[src/rtl/cla4_adder_pkg.sv]
// Shared constants for the 4-bit carry-lookahead adder slice.
package cla4_adder_pkg;

    localparam int unsigned CLA_WIDTH = 4;

endpackage : cla4_adder_pkg

[src/rtl/cla4_adder_if.sv]
// Operand/result bundle for one carry-lookahead slice; master drives operands, slave returns results.
interface cla4_adder_if;

    logic [cla4_adder_pkg::CLA_WIDTH-1:0] A;
    logic [cla4_adder_pkg::CLA_WIDTH-1:0] B;
    logic                                 Ci;
    logic [cla4_adder_pkg::CLA_WIDTH-1:0] S;
    logic                                 Co;
    logic                                 PG;
    logic                                 GG;

    modport master (
        output A, B, Ci,
        input  S, Co, PG, GG
    );

    modport slave (
        input  A, B, Ci,
        output S, Co, PG, GG
    );

endinterface : cla4_adder_if

[src/rtl/cla4_core.sv]
// Purely combinational 4-bit lookahead: bit propagate/generate, flat carry equations,
// and group PG/GG for a second-level lookahead unit.
module cla4_core
    import cla4_adder_pkg::*;
(
    input  logic [CLA_WIDTH-1:0] a,
    input  logic [CLA_WIDTH-1:0] b,
    input  logic                 ci,
    output logic [CLA_WIDTH-1:0] s,
    output logic                 co,
    output logic                 pg,
    output logic                 gg
);

    logic [CLA_WIDTH-1:0] p;
    logic [CLA_WIDTH-1:0] g;
    logic [CLA_WIDTH-1:0] c;

    for (genvar i = 0; i < CLA_WIDTH; i++) begin : g_bit
        assign p[i] = a[i] ^ b[i];
        assign g[i] = a[i] & b[i];
    end

    // Every carry is a two-level sum of products; no carry depends on another carry.
    assign c[0] = ci;
    assign c[1] = g[0] | (p[0] & ci);
    assign c[2] = g[1] | (p[1] & g[0]) | (p[1] & p[0] & ci);
    assign c[3] = g[2] | (p[2] & g[1]) | (p[2] & p[1] & g[0]) | (p[2] & p[1] & p[0] & ci);

    assign pg = &p;
    assign gg = g[3] | (p[3] & g[2]) | (p[3] & p[2] & g[1]) | (p[3] & p[2] & p[1] & g[0]);
    assign co = gg | (pg & ci);

    assign s = p ^ c;

endmodule : cla4_core

[src/rtl/cla4_adder.sv]
// 4-bit carry-lookahead adder slice: combinational lookahead core followed by a single
// output register stage cleared asynchronously by rst.
module cla4_adder
    import cla4_adder_pkg::*;
(
    input  logic         clk,
    input  logic         rst,
    cla4_adder_if.slave  bus
);

    logic [CLA_WIDTH-1:0] s_c;
    logic                 co_c;
    logic                 pg_c;
    logic                 gg_c;

    cla4_core u_core (
        .a  (bus.A),
        .b  (bus.B),
        .ci (bus.Ci),
        .s  (s_c),
        .co (co_c),
        .pg (pg_c),
        .gg (gg_c)
    );

    // Output stage; reset clears results immediately, independent of clk.
    always_ff @(posedge clk or posedge rst) begin
        if (rst) begin
            bus.S  <= '0;
            bus.Co <= 1'b0;
            bus.PG <= 1'b0;
            bus.GG <= 1'b0;
        end else begin
            bus.S  <= s_c;
            bus.Co <= co_c;
            bus.PG <= pg_c;
            bus.GG <= gg_c;
        end
    end

endmodule : cla4_adder

[src/flat_wrapper.sv]
// flat-port wrapper written by rule: the top's interface ports become plain ports
module cla4_adder_flat import cla4_adder_pkg::*;
  (clk, rst, bus_A, bus_B, bus_Ci, bus_S, bus_Co, bus_PG, bus_GG);
  cla4_adder_if bus_i ();
  input  logic clk;
  input  logic rst;
  input wire logic [$bits(bus_i.A)-1:0] bus_A;
  input wire logic [$bits(bus_i.B)-1:0] bus_B;
  input wire logic [$bits(bus_i.Ci)-1:0] bus_Ci;
  output wire logic [$bits(bus_i.S)-1:0] bus_S;
  output wire logic [$bits(bus_i.Co)-1:0] bus_Co;
  output wire logic [$bits(bus_i.PG)-1:0] bus_PG;
  output wire logic [$bits(bus_i.GG)-1:0] bus_GG;
  assign bus_i.A = bus_A;
  assign bus_i.B = bus_B;
  assign bus_i.Ci = bus_Ci;
  assign bus_S = bus_i.S;
  assign bus_Co = bus_i.Co;
  assign bus_PG = bus_i.PG;
  assign bus_GG = bus_i.GG;
  cla4_adder u_core (.clk(clk), .rst(rst), .bus(bus_i));
endmodule
[config.mk]
export PLATFORM = sky130hd
export DESIGN_NAME = cla4_adder_flat
export DESIGN_NICKNAME = d
export VERILOG_FILES = /design/src/rtl/cla4_adder_pkg.sv /design/src/rtl/cla4_adder_if.sv /design/src/rtl/cla4_core.sv /design/src/rtl/cla4_adder.sv /design/src/flat_wrapper.sv
export SDC_FILE = /design/constraint.sdc
export NUM_CORES = 1
export LEC_CHECK = 0
export ABC_AREA = 1
export CAP_MARGIN = 20
export CORE_AREA = 2 2 39 41
export DETAILED_ROUTE_END_ITERATION = 10
export DIE_AREA = 0 0 41 43
export HOLD_SLACK_MARGIN = 0.06
export SLEW_MARGIN = 0
export SYNTH_ARGS = -nofsm -noshare
export SYNTH_HDL_FRONTEND = slang
export SYNTH_HIERARCHICAL = 1
export SYNTH_SLANG_ARGS = --single-unit
[constraint.sdc]
create_clock -name clk -period 0.8 [get_ports clk]
set_input_delay 0.08 -clock clk [delete_from_list [all_inputs] [get_ports clk]]
set_output_delay 0.08 -clock clk [all_outputs]
set_load 0.02 [all_outputs]
Yosys cells after proc, flatten, opt, wreduce, memory -nomap -nowiden
Index checks and enable logic that the tools add are counted.
{ "totals": {"regBits": 7, "word_cells": 39, "input_bits": 11, "output_inout_bits": 7} }
{ "op_classes": {"bitwise": 34, "reduce_logical": 1} }
{ "ops": {"columns": ["op", "n"], "rows": [
  ["bitwise AND 1 bit", 19],
  ["OR 1 bit", 10],
  ["AND reduction 4 bit", 1],
  ["XOR 1 bit", 4],
  ["XOR 4 bit", 1]
]} }

Longest topological paths before layout
{ "depth": {"ltp_word": 6, "depth_mapped": 7, "depth_no_buf": 7} }

Cells and area by module
Netlist, hierarchy kept.
{ "modules_own_cells": {"columns": ["module", "n_inst", "cells_each", "area_each_um2", "seq_area_each_um2"], "rows": [
  ["cla4_core", 1, 37, 212.7, 0.0],
  ["cla4_adder", 1, 8, 178.9, 175.2]
]} }

Worst setup path before layout
OpenSTA, ideal clock, no wires.
{ "synth_timing": {"kind": "input -> register", "startpoint": "in bus_A[2]", "endpoint": "reg u_core.bus.S[3]", "path_slack_ns": -0.118, "t_arrival_ns": 0.801, "path_stages": 6, "cell_sequence": "ha_1 or2_0 nand2_1 nand2_1 nand2_1 nand2_1"} }
{ "synth_between": {"elab_chain_len": 6, "word_cells_on_any_way": 11, "cone_classes": "11 x bitwise"} }
{ "synth_lines": {"columns": ["element", "line_no", "text"], "rows": [
  ["from (decl)", "flat_wrapper.sv:7", "input wire logic [$bits(bus_i.A)-1:0] bus_A;"],
  ["XOR 1 bit", "cla4_core.sv:20", "assign p[i] = a[i] ^ b[i];"],
  ["bitwise AND 1 bit", "cla4_core.sv:28", "assign c[3] = g[2] | (p[2] & g[1]) | (p[2] & p[1] & g[0]) | (p[2] & p[1] & p[0] & ci);"],
  ["OR 1 bit or bitwise AND 1 bit (tied branches) (2 in a row)", "cla4_core.sv:28", null],
  ["OR 1 bit (*)", "cla4_core.sv:28", null],
  ["XOR 4 bit (*)", "cla4_core.sv:34", "assign s = p ^ c;"],
  ["named net u_core.s_c[3]", "cla4_adder.sv:11", "logic [CLA_WIDTH-1:0] s_c;"],
  ["to (signal assigned)", "cla4_adder.sv:29", "bus.S <= '0;"],
  ["to (signal assigned)", "cla4_adder.sv:34", "bus.S <= s_c;"],
  ["to (decl)", "cla4_adder_if.sv:19", "output S, Co, PG, GG"]
]} }
Mark *: on every way through the listed nets, which the timed path passes. The rest lies on a longest branch.

Worst setup path in the final report
{ "layout_timing": {"startpoint": "reg u_core.bus.S[1]", "endpoint": "out bus_S[1]"} }
{ "layout_lines": {"columns": ["element", "line_no", "text"], "rows": [
  ["to (decl)", "flat_wrapper.sv:10", "output wire logic [$bits(bus_i.S)-1:0] bus_S;"]
]} }
No word-level cell between the ends.

==> summary.txt <==
Logic synthesis
  • Top-area cell type share of the netlist area: 0.447
  • Ys async rst share: 1.00
  • EDFF count, synth: 0
  • Most instantiated cells after synthesis: 13 x nand2_1, 8 x inv_1, 7 x dfrtp_1
  • Yosys top cell by area: dfrtp_1
  • Main synth FF type: dfrtp_1
  • Synthesized cell area: a little under 400 µm²
  • Synth warn: 6
  • Syn Nets: 61
  • Register area share after synthesis: 0.447
  • Syn avg cell area: 8.70 µm²
  • Most frequent cell after synthesis: nand2_1
  • Top cells by area, synth: dfrtp_1 45%, ha_1 13%, nand2_1 12%, inv_1 7.7%, fa_1 5.1%
  • Cell variety after synth: 13
  • #FFs+latches synth: 7
  • Post-synthesis instance total: 45

Power
  • Leak pwr: approximately 0.00036 µW
  • Tot Pwr: about 1200 µW
  • Pwr dens: 1680 nW/µm²
  • VDD IR max: 0.512 mV

Critical path
  • Critical-path cell list: buf_6
  • Crit-path leading delay family: flip-flops
  • Worst path bufs/invs: 1
  • CP peak stage delay: 0.37 ns
  • WP data arrival: 0.75 ns
  • Critical Path Source Type: flip-flop
  • Crit-path slowest cell: dfrtp_1
  • Setup crit start: u_core/bus.S[1]$_DFF_PP0_
  • CP Data Required Time: a little over 0.7 ns
  • Worst setup EP type: output port
  • Maximum fanout along the worst path: 1
  • Kind of critical path: flip-flop to output port

Cells and area
  • Post-layout util: 0.505
  • # diodes: 0
  • Layout area overhead: 78.6%
  • Final instance area: roughly 700 µm²
  • Count of nets after finishing: 88
  • FILL cells: 130
  • Layout cell share with drive strength beyond 1: 0.465

Run status
  • Status: complete, but fails checks
  • Failing checks: setup timing

Timing
  • Final Critical Period: approximately 0.83 ns
  • Worst Tran Pin Value: around 0.25 ns
  • Count of pins over their slew limit: 0
  • RSZ-0062 raised after global routing: yes
  • Setup-failing EPs final: 7
  • Final setup margin: -0.0308 ns
  • Fin. Hold Viols: 0
  • Fin crit share: 1.04
  • Worst relative slew slack: 0.831
  • Final Hold Slack: slightly above 0.06 ns
  • Fmax: roughly 1200 MHz

Floorplan
  • Die ar.: approximately 1800 µm²
  • Die height: 43 µm
  • Boundary Pins: 18
  • Die W: between 40 and 50 µm
  • Std-Cell Rows: 14
  • Core area: ~1400 µm²
  • Initial Util: 0.283

Detailed routing
  • Top layer in use: met3
  • DRT iter0 DRCs: 2
  • Vias: 369
  • DR pass1 iterations: 2
  • Routed WL: around 810 µm
  • Met1 wire length: roughly 300 µm
  • Met3 wire length: 59 µm
  • # DRC: 0
  • Final ANT Viol Nets: 0
  • DR WL met2: around 450 µm
  • Routed len/inst: approximately 9.3 µm
  • Vias per inst: about 4.2

Clock network
  • Clock Tree Buf Depth: 2
  • Max H-tree Level: 1
  • Clock slew at reported path FFs: ~0.05 ns
  • Root Driver: clkbuf_4
  • CTS tree: done
  • TritonCTS buffer count: 3
  • Hold buffers post-CTS: 0
  • Clock Sink Count: 7

Global routing
  • Initial antenna violation count: 0
  • GRT Total Usage: 0.109
  • Largest net degree at the start of global routing: 8
  • Vias in the first global route: 349
  • First-pass GRT wire length: 1.26 mm
  • GR Overflow Total: 0

Placement
  • DP HPWL: roughly 640 µm
  • Placed Area: ~620 µm²
  • Placer congestion estimate: slightly above 0.8
  • Dpl ws: -0.564 ns
  • IO buf count: 17

Job
  • Number of max-cap violations: 0

Hold path
  • Hold Path Class: primary input to async pin
layout by cell type (no fill, tap or decap), types with 2 or more instances in the layout:
cell and instances:
dfrtp_1 7, inv_2 2, dlygate4sd2_1 3, nand2_1 12
clkbuf_2 5, nand3_1 3, clkbuf_4 3, ha_4 4
buf_4 5, inv_1 6, buf_6 7
report_power, final:
group | switching [µW] | internal (µW)
Sequential | 22.2 | 403
Clock | 122 | 190
Combinational | 204 | 232
path summary, 6_finish.rpt:
| check | to | slack, ns | cells past startpoint |
|---|---|---|---|
| max in group asynchronous | u_core/bus.Co$_DFF_PP0_ | 0.54 | 2 |
| worst max-delay path | bus_S[1] | -0.03 | 1 |
| min in group clk | u_core/bus.GG$_DFF_PP0_ | 0.24 | 4 |
| worst min-delay path | u_core/bus.S[0]$_DFF_PP0_ | 0.06 | 2 |
sequential cells by signal (all words and copies together) (netlist names):
| register | flops |
|---|---|
| u_core/bus.PG | 1 |
| u_core/bus.GG | 1 |
| u_core/bus.Co | 1 |
| u_core/bus.S | 4 |
layout make-up:
| type | instances | area, µm² | share of cell area |
|---|---|---|---|
| Clock buffer | 4 | 26.3 | 0.0376 |
| Inverter | 8 | 30.0 | 0.0429 |
| Multi-Input combinational cell | 30 | 265 | 0.379 |
| Sequential cell | 7 | 175 | 0.250 |
| Tap cell | 16 | 20.0 | 0.0286 |
| Timing Repair Buffer | 22 | 183 | 0.261 |
timing repair:
action,CTS,global route
buffers inserted,2,1
setup endpoints to repair,14,11
gates resized for setup,65,9
pin swaps,10,3
per-layer routing:
layer | global-route usage | vias up
met1 | 0.110 | 164
met2 | 0.175 | 12
li1 | - | 193
met5 | 0 | -
met4 | 0.100 | 0
met3 | 0.0157 | 0
per-stage QoR:
step,TNS (ns),instances
after global routing,-0.350,87
after CTS,-0.260,86
after detailed placement,-4.77,80
final,-0.156,87
after global placement,-4.68,80
after floorplan,-0.0209,45
cell families (layout without fill, tap and decap cells):
kind of cell	Yosys count	in the layout	synth area share
compound gates	2	2	0.0319
xor+xnor	1	1	0.0224
fa+ha+maj	5	5	0.179
buf+inv	8	34	0.0767
flops	7	7	0.447
simple gates	22	22	0.243
Note: power is estimated with default switching activity, not from simulation.
==> patch: new RTL, config.mk and constraints unchanged <==
Make the reset (`rst`) synchronous in one clocked block. Comments in the files are not updated.
--- a/src/rtl/cla4_adder.sv
+++ b/src/rtl/cla4_adder.sv
@@ -25,5 +25,5 @@
 
     // Output stage; reset clears results immediately, independent of clk.
-    always_ff @(posedge clk or posedge rst) begin
+    always_ff @(posedge clk) begin
         if (rst) begin
             bus.S  <= '0;
Behaviour: differs if rst is asserted again (counterexample within 4 cycles, from zero or initial values and one cycle with rst high); with rst held inactive, the same outputs for 10 cycles.
==> patch against the original RTL <==
  * Sequential power down 7.7%
  * Power is 4.2% lower
  * Synthesized cell count is 29% higher
  * Fmax increased by 7.0%
  * Worst setup slack better by 0.055 ns
  * Routed wire length up 2.0%
  * Area after synthesis is 3.5% higher
  * Sequential cell count unchanged
  * Design area grew 3.6%
  * Critical endpoint is now u_core/bus.S[3]
  * Highest routed layer is now met4
==> patch: results (changes against the original RTL) <==
top cells by area, synth -> dfxtp_1 (35%), inv_1 (13%), ha_1 (12%)
Commonest cells post-synth -> inv_1 (14), nand2_1 (13), nor2_1 (9), dfxtp_1 (7)
Tightest Hold Check Type -> primary input to flip-flop
largest net degree at the start of global routing -> 8 (unchanged)
TritonRoute pass-1 iters -> 2 (unchanged)
DR iter-0 viols -> 4 (+2)
syn nets -> 74 (+21%)
CP max FO -> 4 (+3)
sequential share of the synthesized area -> 34.6% (-10 points)
Slowest cell on crit path -> ha_4
switching share of total power -> 29.6% (-0.066 points)
via count -> 419 (+14%)
Peak VDD IR -> 439 µV (-14%)
fin nets -> 102 (+16%)
CTS root buf -> clkbuf_4
status -> complete, no violations
Flop pwr share -> 34.9% (-1.4 points)
Top reg by flops -> u_core/bus.S
slew margin rel. -> 84.3% (+1.1 points)
vias per cell -> 4.15 (-2.2%)
overall routing resource usage -> 12.0% (+1.2 points)
Crit path arrival time -> 0.91 ns (+0.16 ns)
placed cells -> 95 (+19%)
Pleak -> 0.383 nW (+5.6%)
share of layout cells above drive strength 1 -> 47.1% (+0.58 points)
CP delay by family, top -> simple AND/OR/NAND/NOR gates
syn avg cell area -> 6.99 µm² (-20%)
first-pass GRT wire length -> 1.38 mm (+9.4%)
number of global-route vias before repair -> 360 (+3.2%)
final wirelength -> 823 µm (+2.0%)
FFs w/ async S/R, synth -> 0% (-100 points)
PortBufs -> 17 (unchanged)
Largest stage delay, worst path -> 0.25 ns (-0.12 ns)
RePlAce Congestion -> 0.746 (-7.5%)
clock group share of total power -> 27.4% (+0.8 points)
Final Slew Violations -> 0 (unchanged)
NetSw -> 333 µW (-4.4%)
patch: per-layer routing:
| layer | up-vias | share of wire (%) | wire [µm] | track usage, % |
|---|---|---|---|---|
| li1 | 227 | - | - | - |
| met1 | 175 | 39 | 323 | 12.5 |
| met2 | 13 | 49 | 406 | 17.8 |
| met3 | 4 | 7.7 | 63 | 3.14 |
| met4 | 0 | 3.5 | 29 | 12.0 |
| met5 | - | 0 | 0 | 0 |
patch: path summary, 6_finish.rpt:
kind                     endpoint  slack [ns]  cells past startpoint      from
setup / recovery  u_core/bus.S[3]        0.02                      9  bus_A[2]
hold / removal      u_core/bus.GG        0.29                      6  bus_B[3]
patch: per-stage QoR:
step	setup WS, ns	utilization (%)	area [µm²]	TNS [ns]	hold slack [ns]
floorplan	-0.0669	-	458	-0.184	0.147
global placement	-0.665	49.0	678	-5.22	0.758
detailed placement	-0.683	49.0	678	-5.29	0.766
CTS	-0.00160	49.3	682	-0.00160	0.305
global route	-0.0443	52.4	724	-0.0443	0.349
finish	0.0237	52.4	724	0	0.290
patch: repair_timing:
item | 4_1_cts | 5_1_grt
endpoints found under the setup margin | 14 | 13
pin swaps | 9 | 6
resized for setup | 65 | 18
setup buffers | 2 | 0
patch: final cells by class:
class                           instances  area, µm²
Inverter                               14       60.1
Multi-Input combinational cell         37        302
Tap cell                               16       20.0
Sequential cell                         7        141
Clock buffer                            4       26.3
Fill cell                             149        659
Timing Repair Buffer                   23        175
patch: cell families after synthesis:
family | synth area share (%)
buf+inv | 13.0
fa+ha+maj | 17.3
xor+xnor | 2.16
compound gates | 3.09
simple gates | 29.9
flops | 34.6
patch: worst min-delay path, stage by stage:
cell and delay (ns):
clkbuf_2 0.10, ha_4 0.12, a21oi_1 0.04, nand2_1 0.06, inv_1 0.03, nor2_1 0.07
